**src/rtl/cpu_test_runner.sv**
```systemverilog
// cpu_test_runner
//   Self-checking run controller for CPUSystem. It walks a vector table of
//   NUM_TESTS entries. For each entry it loads IR, forces T to T2, waits for
//   T0 or a timeout, and then compares a masked readback against the expected
//   value.
//
//   Optional feature: TEST_RUNNER_STOP_ON_FAIL_EN
//     When defined, the run ends in DONE right after the first failing CHECK.
//
// Ports
//   Clock, Reset         clock; synchronous active-low reset
//   Start                begin a run (sampled in IDLE/DONE only)
//   Vec_Idx              index into the external vector table
//   Vec_IR/Expected/Mask combinational table data for Vec_Idx
//   IR_Load_En/Val       one-cycle IR write to CPUSystem
//   T_Force              one-cycle request to set T to T2
//   T_In                 CPU one-hot time counter
//   Check_Val            readback of the register under test
//   Busy, Done           run status
//   Pass_Count/Fail_Count, First_Fail_Idx, Timeout_Flag, Last_Cycles  results
module cpu_test_runner #(
  parameter int DATA_WIDTH = 32,
  parameter int IR_WIDTH   = 16,
  parameter int T_WIDTH    = 12,
  parameter int NUM_TESTS  = 8,
  parameter int TIMEOUT    = 64,
  localparam int IDX_W = (NUM_TESTS > 1) ? $clog2(NUM_TESTS) : 1,
  localparam int CNT_W = $clog2(NUM_TESTS + 1),
  localparam int LC_W  = $clog2(TIMEOUT + 1)
) (
  input  logic                  Clock,
  input  logic                  Reset,
  input  logic                  Start,
  output logic [IDX_W-1:0]      Vec_Idx,
  input  logic [IR_WIDTH-1:0]   Vec_IR,
  input  logic [DATA_WIDTH-1:0] Vec_Expected,
  input  logic [DATA_WIDTH-1:0] Vec_Mask,
  output logic                  IR_Load_En,
  output logic [IR_WIDTH-1:0]   IR_Load_Val,
  output logic                  T_Force,
  input  logic [T_WIDTH-1:0]    T_In,
  input  logic [DATA_WIDTH-1:0] Check_Val,
  output logic                  Busy,
  output logic                  Done,
  output logic [CNT_W-1:0]      Pass_Count,
  output logic [CNT_W-1:0]      Fail_Count,
  output logic [IDX_W-1:0]      First_Fail_Idx,
  output logic                  Timeout_Flag,
  output logic [LC_W-1:0]       Last_Cycles
);

  typedef enum logic [2:0] {
    S_IDLE, S_LOAD, S_RUN, S_CHECK, S_NEXT, S_DONE
  } state_t;

  state_t           state_q, state_d;
  logic [IDX_W-1:0] vec_idx_q, vec_idx_d;
  logic [CNT_W-1:0] pass_q, pass_d;
  logic [CNT_W-1:0] fail_q, fail_d;
  logic [IDX_W-1:0] ffi_q, ffi_d;
  logic             tflag_q, tflag_d;
  logic [LC_W-1:0]  last_q, last_d;
  logic [LC_W-1:0]  cyc_q, cyc_d;
  logic             to_q, to_d;
  logic             ir_en_q, ir_en_d;

  logic [LC_W-1:0]  cyc_inc;
  logic             vec_pass;
  logic             t_in_unused;

  // Only the T0 bit matters here; the rest of the one-hot counter is ignored.
  assign t_in_unused = ^T_In[T_WIDTH-1:1];

  assign cyc_inc  = cyc_q + 1'b1;
  assign vec_pass = (((Check_Val ^ Vec_Expected) & Vec_Mask) == '0) && !to_q;

  always_comb begin
    state_d   = state_q;
    vec_idx_d = vec_idx_q;
    pass_d    = pass_q;
    fail_d    = fail_q;
    ffi_d     = ffi_q;
    tflag_d   = tflag_q;
    last_d    = last_q;
    cyc_d     = cyc_q;
    to_d      = to_q;

    unique case (state_q)
      S_IDLE, S_DONE: begin
        if (Start) begin
          vec_idx_d = '0;
          pass_d    = '0;
          fail_d    = '0;
          ffi_d     = '0;
          tflag_d   = 1'b0;
          last_d    = '0;
          state_d   = S_LOAD;
        end
      end
      S_LOAD: begin
        cyc_d   = '0;
        to_d    = 1'b0;
        state_d = S_RUN;
      end
      S_RUN: begin
        cyc_d = cyc_inc;
        // T0 takes priority over a timeout landing in the same cycle.
        if (T_In[0]) begin
          to_d    = 1'b0;
          state_d = S_CHECK;
        end else if (cyc_inc == LC_W'(TIMEOUT)) begin
          to_d    = 1'b1;
          state_d = S_CHECK;
        end
      end
      S_CHECK: begin
        last_d  = cyc_q;
        state_d = S_NEXT;
        if (to_q) tflag_d = 1'b1;
        if (vec_pass) begin
          if (pass_q != CNT_W'(NUM_TESTS)) pass_d = pass_q + 1'b1;
        end else begin
          if (fail_q == '0) ffi_d = vec_idx_q;
          if (fail_q != CNT_W'(NUM_TESTS)) fail_d = fail_q + 1'b1;
`ifdef TEST_RUNNER_STOP_ON_FAIL_EN
          state_d = S_DONE;
`else
          state_d = S_NEXT;
`endif
        end
      end
      S_NEXT: begin
        if (vec_idx_q == IDX_W'(NUM_TESTS - 1)) begin
          state_d = S_DONE;
        end else begin
          vec_idx_d = vec_idx_q + 1'b1;
          state_d   = S_LOAD;
        end
      end
      default: state_d = S_IDLE;
    endcase

    // Strobes are registered: high exactly while the machine sits in LOAD.
    ir_en_d = (state_d == S_LOAD);
  end

  always_ff @(posedge Clock) begin
    if (!Reset) begin
      state_q   <= S_IDLE;
      vec_idx_q <= '0;
      pass_q    <= '0;
      fail_q    <= '0;
      ffi_q     <= '0;
      tflag_q   <= 1'b0;
      last_q    <= '0;
      cyc_q     <= '0;
      to_q      <= 1'b0;
      ir_en_q   <= 1'b0;
    end else begin
      state_q   <= state_d;
      vec_idx_q <= vec_idx_d;
      pass_q    <= pass_d;
      fail_q    <= fail_d;
      ffi_q     <= ffi_d;
      tflag_q   <= tflag_d;
      last_q    <= last_d;
      cyc_q     <= cyc_d;
      to_q      <= to_d;
      ir_en_q   <= ir_en_d;
    end
  end

  assign Vec_Idx        = vec_idx_q;
  assign IR_Load_En     = ir_en_q;
  assign T_Force        = ir_en_q;
  assign IR_Load_Val    = ir_en_q ? Vec_IR : '0;
  assign Busy           = (state_q == S_LOAD) || (state_q == S_RUN) ||
                          (state_q == S_CHECK) || (state_q == S_NEXT);
  assign Done           = (state_q == S_DONE);
  assign Pass_Count     = pass_q;
  assign Fail_Count     = fail_q;
  assign First_Fail_Idx = ffi_q;
  assign Timeout_Flag   = tflag_q;
  assign Last_Cycles    = last_q;

endmodule

```
**config.mk**
```make
export PLATFORM = sky130hd
export DESIGN_NAME = cpu_test_runner
export DESIGN_NICKNAME = d
export VERILOG_FILES = /design/src/rtl/cpu_test_runner.sv
export SDC_FILE = /design/constraint.sdc
export NUM_CORES = 1
export LEC_CHECK = 0
export ABC_AREA = 1
export CAP_MARGIN = 20
export CORE_AREA = 2 2 104 106
export DETAILED_ROUTE_END_ITERATION = 6
export DIE_AREA = 0 0 106 108
export SYNTH_ARGS = -nofsm -noshare
export SYNTH_HDL_FRONTEND = slang
export SYNTH_SLANG_ARGS = --single-unit
```
**constraint.sdc**
```tcl
create_clock -name Clock -period 3.8 [get_ports Clock]
set_clock_uncertainty 0.1 [all_clocks]
set_input_delay 0.38 -clock Clock [delete_from_list [all_inputs] [get_ports Clock]]
set_output_delay 0.38 -clock Clock [all_outputs]
set_load 0.02 [all_outputs]
```
==> run metrics, run 1 <==
switching share of power=0.278; Horiz. Die Dim=106 um; Post-CTS Setup Inserts=0; Seq pwr share=0.369; Pins Over Slew Limit=0; Tightest Pin Transition=736 ps; Initial DRC Count=146; syn avg cell area=5.93 um^2; P per Cell Area=233 nW/um^2; Hold Violations, Final=0; clock sink count=34; Worst Path Max Fanout=8; GRT Total Usage=0.131; vias in the first global route=2757; Starting Density=0.246; ant diodes=0; Setup Crit Path Kind=reg2out; Worst-path clk slew=70 ps; Root Driver=clkbuf_8; Compound-Gate Fraction of Synth Area=0.0955; Startpoint Class=flop; setup tns final=0 ps; Worst-Skew Late Latency=290 ps; P_int=729 uW; Tmin final=2770 ps; first-pass GRT wire length=12.2 mm; Slew headroom=0.506; vias=3026; Sw Pwr=280 uW; RSZ-0062 raised after global routing=false; Fin Hold WS=366 ps; largest net degree at the start of global routing=27; # H-tree levels=2; DP Worst Slack=1340 ps; Syn-to-layout area delta=72.4%; Distinct cells, synth=36; post-CTS resize count=0; power share of the clock group=0.325; register area share after synthesis=0.271; Synth Area in Adders=0.0348; first drt pass iteration count=4; main combinational cell family by area after synthesis=simple AND/OR/NAND/NOR gates; drt wl/cell=11.0 um; io pins=169; Die ar.=11400 um^2; GRT Residual Overflow=0; Yosys top cell area share=0.271; Post-Syn Instances=424; setup violators final=0; final period utilization=0.729; maximum clock rate=361 MHz; commonest non-fill, non-tap cells in the layout=clkdlybuf4s50_1 (157), nand2_1 (136), inv_1 (82), nand3_1 (44), dfxtp_1 (34); commonest non-fill, non-tap cell in the layout=clkdlybuf4s50_1; Worst Path Arrival=2290 ps; xor/xnor share of the synthesized area=0.0278; maximum clock insertion buffer count=2; post-layout power=1.01 mW; hpwl dp=6.56 mm; area leader, netlist=dfxtp_1; hold-fix buffers at CTS=0; synthesized area=2520 um^2; initial antenna violation count=0; Final ANT Viol Nets=0; via/cell ratio=4.21; Total Routed Length=7.93 mm; yosys warns=0; FF+latch count, synth=34; # port buffers=157; Hold WC Path Type=reg2reg; Synth Area in Simple Gates=0.426; CTS tree=done; multiplexer share of the synthesized area=0; row cnt=37; Max-cap violations=0; Post-Route Utilization=0.424; Die Ht=108 um; PnR worst setup slack=1030 ps; leak pwr=2.02 nW; core area=10200 um^2; Max VDD drop=167 uV; Worst Path Required=3320 ps; layout cells sized above 1=0.0497; Crit. End Element=output port; Remaining DRCs=0; combinational power share=0.306; gp weighted congestion=0.818; status=completed; largest cells by area after synthesis=dfxtp_1 (27%), nand2_1 (20%), inv_1 (12%), nand3_1 (8.8%), a21oi_1 (6.2%); syn_nets=558; NumNets Final=716; CTS buffer count=5
-- final timing paths --
kind | end | slack (ps) | from | cells after the start
min reg2reg | Last_Cycles[5]$_SDFFE_PN0P_ | 370 | Last_Cycles[5]$_SDFFE_PN0P_ | 2
min | Last_Cycles[5]$_SDFFE_PN0P_ | 370 | Last_Cycles[5]$_SDFFE_PN0P_ | 2
max reg2reg | Fail_Count[2]$_SDFFE_PN0P_ | 1670 | state_q[0]$_SDFF_PN0_ | 9
max | Busy | 1030 | state_q[2]$_SDFF_PN0_ | 6
-- layout make-up --
class,count,area (um^2)
inverter,90,340
sequential,34,681
clock buffer,7,76.3
tap,136,170
fill,1041,5890
timing repair buffer,157,1570
multi-input combinational,294,1470
clock inverter,1,30.0
-- metrics by stage --
step / area [um^2] / cells
6_report: 4340 / 719
4_1_cts: 4340 / 719
5_1_grt: 4340 / 719
3_5_place_dp: 4230 / 711
3_3_place_gp: 4230 / 711
2_1_floorplan: 2520 / 424
-- cells in the mapped netlist --
master      n
inv_4       1
or2_2       1
a22oi_1     1
nor3_2      2
nand2_4     2
nor3_4      1
a21oi_1    31
o21ai_1     1
dfxtp_1    34
o21ai_2     1
or2_1       3
o211a_1     1
xnor2_1     3
inv_2       6
nor2_2      2
nand2_1   136
nand4_4     1
nor4_1      1
or2_0       3
nor2_8      1
nand4_1     7
o211ai_1    1
inv_1      82
clkbuf_1    5
xor2_1      5
buf_4       1
ha_1        7
clkinv_1    1
nor3_1      1
nand3b_1    1
nand3_2     1
a21oi_2     3
o21ai_0     4
nand2_2     1
nor2_1     28
nand3_1    44
-- flip-flops by register name, summed over array words and instances (netlist names) --
signal / count
state_q: 3
Timeout_Flag: 1
Vec_Idx: 3
Pass_Count: 4
Fail_Count: 4
IR_Load_En: 1
Last_Cycles: 7
to_q: 1
cyc_q: 7
First_Fail_Idx: 3
-- per-layer routing --
metal	vias to the layer above	track usage	routed length, um
met1	1309	0.149	3250
li1	1619	-	-
met2	87	0.247	4050
met4	0	0.0357	127
met5	-	0	0
met3	11	0.0313	513
-- power groups by stage --
| stage | Combinational (mW) | Clock, mW | Sequential, mW |
|---|---|---|---|
| after floorplan | 0.137 | 0 | 0.377 |
| after global placement | 0.304 | 0 | 0.381 |
| after detailed placement | 0.310 | 0 | 0.381 |
| after CTS | 0.312 | 0.342 | 0.373 |
| after global routing | 0.339 | 0.355 | 0.374 |
| final | 0.309 | 0.328 | 0.373 |
-- worst max-delay path, stage by stage (launching register included) --
cell and delay, ps:
dfxtp_1 410, nor3_2 440, inv_1 150, nand2_1 120, inv_1 150, nand3_1 120, clkdlybuf4s50_1 610
-- cell families after synthesis --
family | Yosys count
AO/OA/AOI/OAI | 43
XOR/XNOR | 8
adder cells (fa/ha/maj) | 7
buffers and inverters | 96
flip-flops | 34
AND/OR/NAND/NOR | 236
(Power assumes the default switching activity.)
==> inputs of run 2 (changes only) <==
==> constraint.sdc (replaced) <==
create_clock -name Clock -period 2.5 [get_ports Clock]
set_clock_uncertainty 0.1 [all_clocks]
set_input_delay 0.25 -clock Clock [delete_from_list [all_inputs] [get_ports Clock]]
set_output_delay 0.25 -clock Clock [all_outputs]
set_load 0.02 [all_outputs]
==> run metrics, run 2 (synthesized netlist as in run 1, its figures left out) <==
status=completed; # H-tree levels=2 (unchanged); Final ANT Viol Nets=0 (unchanged); # port buffers=157 (unchanged); setup violators final=0 (unchanged); DP Worst Slack=257 ps (-1090 ps); Layout Cells excl Fill=725 (+0.83%); Worst-path clk slew=80 ps (about the same); Startpoint Class=flop; setup tns final=0 ps (unchanged); crit-path most repeated cell=inv_1; Routed met3 length=469 um (-8.6%); Pins Over Slew Limit=0 (unchanged); Total Routed Length=7.94 mm (about the same); slowest stage delay, CP=610 ps (about the same); Die Ht=108 um (unchanged); CTS buffer count=5 (unchanged); initial antenna violation count=0 (unchanged); Max VDD drop=366 uV (+120%); Register Area=681 um^2 (unchanged); maximum clock insertion buffer count=2 (unchanged); Tightest Pin Transition=550 ps (-186 ps); GRT Residual Overflow=0 (unchanged); Fin Hold WS=364 ps (-2.20 ps); post-CTS resize count=0 (unchanged); Top delay family on crit path=buffers and inverters; Horiz. Die Dim=106 um (unchanged); Remaining DRCs=0 (unchanged); Slew headroom=0.633 (+0.126); Crit path buffers/inverters=3 (unchanged); hold-fix buffers at CTS=0 (unchanged); layout cells sized above 1=0.0628 (+0.0131); Syn-to-layout area delta=75.4%; first-pass GRT wire length=12.8 mm (+4.2%); row cnt=37 (unchanged); PnR worst setup slack=275 ps (-755 ps); first drt pass iteration count=4 (unchanged); Hold Violations, Final=0 (unchanged); commonest non-fill, non-tap cells in the layout=clkdlybuf4s50_1 (157), nand2_1 (136), inv_1 (82), nand3_1 (44), dfxtp_1 (34); Tmin final=2230 ps; multi-input logic area=1470 um^2 (unchanged); gp weighted congestion=0.828 (+1.3%); post-layout power=1.66 mW (+64%); Starting Density=0.246 (unchanged); vias=3084 (+1.9%); Max-cap violations=0 (unchanged); RSZ-0062 raised after global routing=false; Post-DP Area=4280 um^2 (+1.1%); fin area=4410 um^2 (+1.8%); Worst Path Max Fanout=6 (-2); P per Cell Area=375 nW/um^2 (+61%); commonest non-fill, non-tap cell in the layout=clkdlybuf4s50_1; Initial DRC Count=133 (-8.9%); M1 WL=3.32 mm (+2.2%); ant diodes=0 (unchanged); Die ar.=11400 um^2 (unchanged); io pins=169 (unchanged); leak pwr=2.07 nW (+2.3%); Filler cells=1055 (+1.3%); Post-CTS Setup Inserts=0 (unchanged); core area=10200 um^2 (unchanged); GRT Total Usage=0.136 (+0.00413); drt wl/cell=10.9 um (-0.78%); CP cell instances=inv_1 -> nor2_1 -> inv_1 -> nand3_1 -> clkdlybuf4s50_1; slowest stage cell, crit path=clkdlybuf4s50_1; Worst Path Arrival=1880 ps (-410 ps); via/cell ratio=4.25 (+1.1%); clock sink count=34 (unchanged); Placed Instances=717 (+0.84%); largest net degree at the start of global routing=21 (-22%); Setup Crit Path Kind=reg2out; Post-Route Utilization=0.431 (+0.00746); vias in the first global route=2872 (+4.2%); maximum clock rate=449 MHz; final period utilization=0.890; Crit. End Element=output port; hpwl dp=6.68 mm (+1.8%); Hold WC Path Type=reg2reg; CTS tree=done; Root Driver=clkbuf_8; NumNets Final=722 (+0.84%); Worst-Skew Late Latency=290 ps (about the same); Worst Path Required=2150 ps (-1170 ps); metal2 WL=3.99 mm (-1.3%); top layer in use=met4
[run 2: changes by cell type in the layout (fill, tap and decap cells not counted)]
cell	before	now
clkinv_4	0	1
clkbuf_1	2	0
bufinv_16	1	2
buf_4	0	6
[run 2: tightest hold or removal path: stages, from the launching register on]
cell and delay, ps:
dfxtp_1 310, nand2_1 60, a21oi_1 50
[run 2: worst paths after layout]
path	startpoint	endpoint	slack [ps]	cells after the start
worst min-delay path	Last_Cycles[0]$_SDFFE_PN0P_	Last_Cycles[0]$_SDFFE_PN0P_	360	2
worst max-delay path	state_q[2]$_SDFF_PN0_	Busy	270	5
worst min register to register	Last_Cycles[0]$_SDFFE_PN0P_	Last_Cycles[0]$_SDFFE_PN0P_	360	2
worst max register to register	state_q[2]$_SDFF_PN0_	Fail_Count[1]$_SDFFE_PN0P_	740	9
[run 2: cell type report]
type                       instances  area share
tap                              136      0.0385
inverter                          90      0.0771
sequential                        34       0.154
clock inverter                     3      0.0156
multi-input combinational        294       0.333
clock buffer                       5      0.0156
timing repair buffer             163       0.366
[run 2: where the power goes]
group	internal (mW)	switching, mW	total [mW]
sequential	0.551	0.0156	0.567
clock	0.399	0.212	0.611
combinational	0.267	0.211	0.478
[run 2: metal layers]
metal  global-route usage  vias to the layer above
met3               0.0283                       13
met5                    0                        -
met1                0.152                     1351
li1                     -                     1639
met2                0.254                       81
met4               0.0461                        0
==> inputs of run 3 (changes only) <==
--- a/config.mk
+++ b/config.mk
@@ -10,6 +10,7 @@
 export CORE_AREA = 2 2 104 106
 export DETAILED_ROUTE_END_ITERATION = 6
 export DIE_AREA = 0 0 106 108
+export PLACE_DENSITY_LB_ADDON = 0.08
 export SYNTH_ARGS = -nofsm -noshare
 export SYNTH_HDL_FRONTEND = slang
 export SYNTH_SLANG_ARGS = --single-unit
==> run metrics, run 3 (synthesized netlist as in run 1, its figures left out) <==
hold-fix buffers at CTS=0 (unchanged); CTS tree=done; GRT Residual Overflow=0 (unchanged); Worst-path clk slew=70 ps (about the same); Horiz. Die Dim=106 um (unchanged); first drt pass iteration count=4 (unchanged); commonest non-fill, non-tap cells in the layout=clkdlybuf4s50_1 (157), nand2_1 (136), inv_1 (82), nand3_1 (44), dfxtp_1 (34); Initial DRC Count=119 (-11%); Starting Density=0.246 (unchanged); Final ANT Viol Nets=0 (unchanged); io pins=169 (unchanged); post-layout power=1.55 mW (-6.4%); maximum clock insertion buffer count=2 (unchanged); CP cell instances=inv_1 -> nor2_1 -> inv_1 -> nand3_1 -> clkdlybuf4s50_1; Remaining DRCs=0 (unchanged); hold depth=2 (unchanged); Setup Crit Path Kind=reg2out; launching point of the worst reg2reg path=state_q[2]$_SDFF_PN0_; Worst-Skew Late Latency=290 ps (about the same); commonest non-fill, non-tap cell in the layout=clkdlybuf4s50_1; Hold WC Path Type=reg2reg; Top delay family on crit path=buffers and inverters; Total Routed Length=7.92 mm (-0.25%); final period utilization=0.910 (+0.0196); Hold EP=Last_Cycles[0]$_SDFFE_PN0P_; Filler cells=1095 (+3.8%); critical hold path startpoint=Last_Cycles[0]$_SDFFE_PN0P_; crit-path most repeated cell=inv_1; largest net degree at the start of global routing=19 (-9.5%); # port buffers=157 (unchanged); ant diodes=0 (unchanged); Worst Path Required=2150 ps (about the same); hpwl dp=6.51 mm (-2.5%); Tightest Pin Transition=582 ps (+32.2 ps); leak pwr=2.07 nW (-0.27%); Syn-to-layout area delta=74.6%; total stage count of the critical path=5 (unchanged); post-CTS resize count=0 (unchanged); Slew headroom=0.611 (-0.0215); slowest stage delay, CP=610 ps (about the same); Hold Violations, Final=0 (unchanged); core area=10200 um^2 (unchanged); Tmin final=2270 ps (+48.9 ps); drt wl/cell=10.9 um (-0.39%); maximum clock rate=440 MHz (-2.2%); worst reg2reg setup slack=750 ps (about the same); RSZ-0062 raised after global routing=false; status=completed; reg2reg end=Fail_Count[1]$_SDFFE_PN0P_; row cnt=37 (unchanged); vias=3093 (+0.29%); vias in the first global route=2890 (+0.63%); Die ar.=11400 um^2 (unchanged); NumNets Final=723 (+0.14%); Startpoint Class=flop; Crit. End Element=output port; Worst Path Max Fanout=6 (unchanged); setup tns final=0 ps (unchanged); Root Driver=clkbuf_8; setup violators final=0 (unchanged); gp weighted congestion=0.819 (-1.2%); clock sink count=34 (unchanged); initial antenna violation count=0 (unchanged); layout cells sized above 1=0.0644 (+0.00159); Die Ht=108 um (unchanged); first-pass GRT wire length=12.9 mm (+0.75%); via/cell ratio=4.26 (+0.15%); CTS buffer count=5 (unchanged); slowest stage cell, crit path=clkdlybuf4s50_1; Crit path buffers/inverters=3 (unchanged); Worst Path Arrival=1920 ps (+40 ps); Max-cap violations=0 (unchanged); Worst Reg-to-Reg Cells=9 (unchanged); Post-CTS Setup Inserts=0 (unchanged); Pins Over Slew Limit=0 (unchanged); # H-tree levels=2 (unchanged); P per Cell Area=353 nW/um^2 (-5.9%); GRT Total Usage=0.137 (+0.00153); Max VDD drop=219 uV (-40%)
## run 3: cell count changes in the layout (fill, tap and decap cells not counted), sizes merged
cell | before | now
buf | 6 | 7
clkinv | 2 | 3
bufinv | 2 | 1
## run 3: power breakdown
part	internal [mW]	total, mW	switching [mW]
Combinational	0.268	0.479	0.211
Sequential	0.551	0.567	0.0164
Clock	0.293	0.504	0.210
## run 3: area by class of cell
type | count | area (um^2) | area share
inverter | 90 | 340 | 0.0775
tap | 136 | 170 | 0.0387
clock inverter | 3 | 40.0 | 0.00911
clock buffer | 5 | 68.8 | 0.0157
multi-input combinational | 294 | 1470 | 0.334
sequential | 34 | 681 | 0.155
timing repair buffer | 164 | 1620 | 0.370
## run 3: worst max-delay path by stage
stage / start / end / slack [ps]
6_report: state_q[2]$_SDFF_PN0_ / Busy / 230
5_1_grt: state_q[2]$_SDFF_PN0_ / Busy / 100
4_1_cts: state_q[2]$_SDFF_PN0_ / Busy / 230
3_5_place_dp: Vec_Expected[12] / First_Fail_Idx[0]$_SDFFE_PN0P_ / 250
3_3_place_gp: Vec_Expected[12] / First_Fail_Idx[2]$_SDFFE_PN0P_ / 300
2_1_floorplan: Pass_Count[0]$_SDFFE_PN0P_ / Pass_Count[0]$_SDFFE_PN0P_ / 850
## run 3: worst register-to-register path: stages, from the launching register on
cell and delay (ps):
dfxtp_1 510, nand3_2 130, o21ai_2 110, nand2_4 150, nand2_4 90, inv_4 70, a21oi_2 200, nand2_1 150
nand2_1 80, a21oi_1 50
## run 3: routing by layer
metal  GRT usage  part of all wire  wire, um  vias to the layer above
met2       0.255              0.47      3740                       96
met4      0.0423             0.015       121                        0
met1       0.152              0.44      3480                     1342
li1            -                 -         -                     1644
met3      0.0374             0.072       570                       11
met5           0                 0         0                        -
## run 3: metrics by stage
step                setup WS, ps   util  std cells  hold slack (ps)  cell area, um^2
floorplan                    853      -        424              270             2520
global placement             295  0.419        718              351             4280
detailed placement           254  0.419        718              356             4280
CTS                          227  0.429        726              372             4390
global route                97.5  0.429        726              388             4390
finish                       226  0.429        726              364             4390
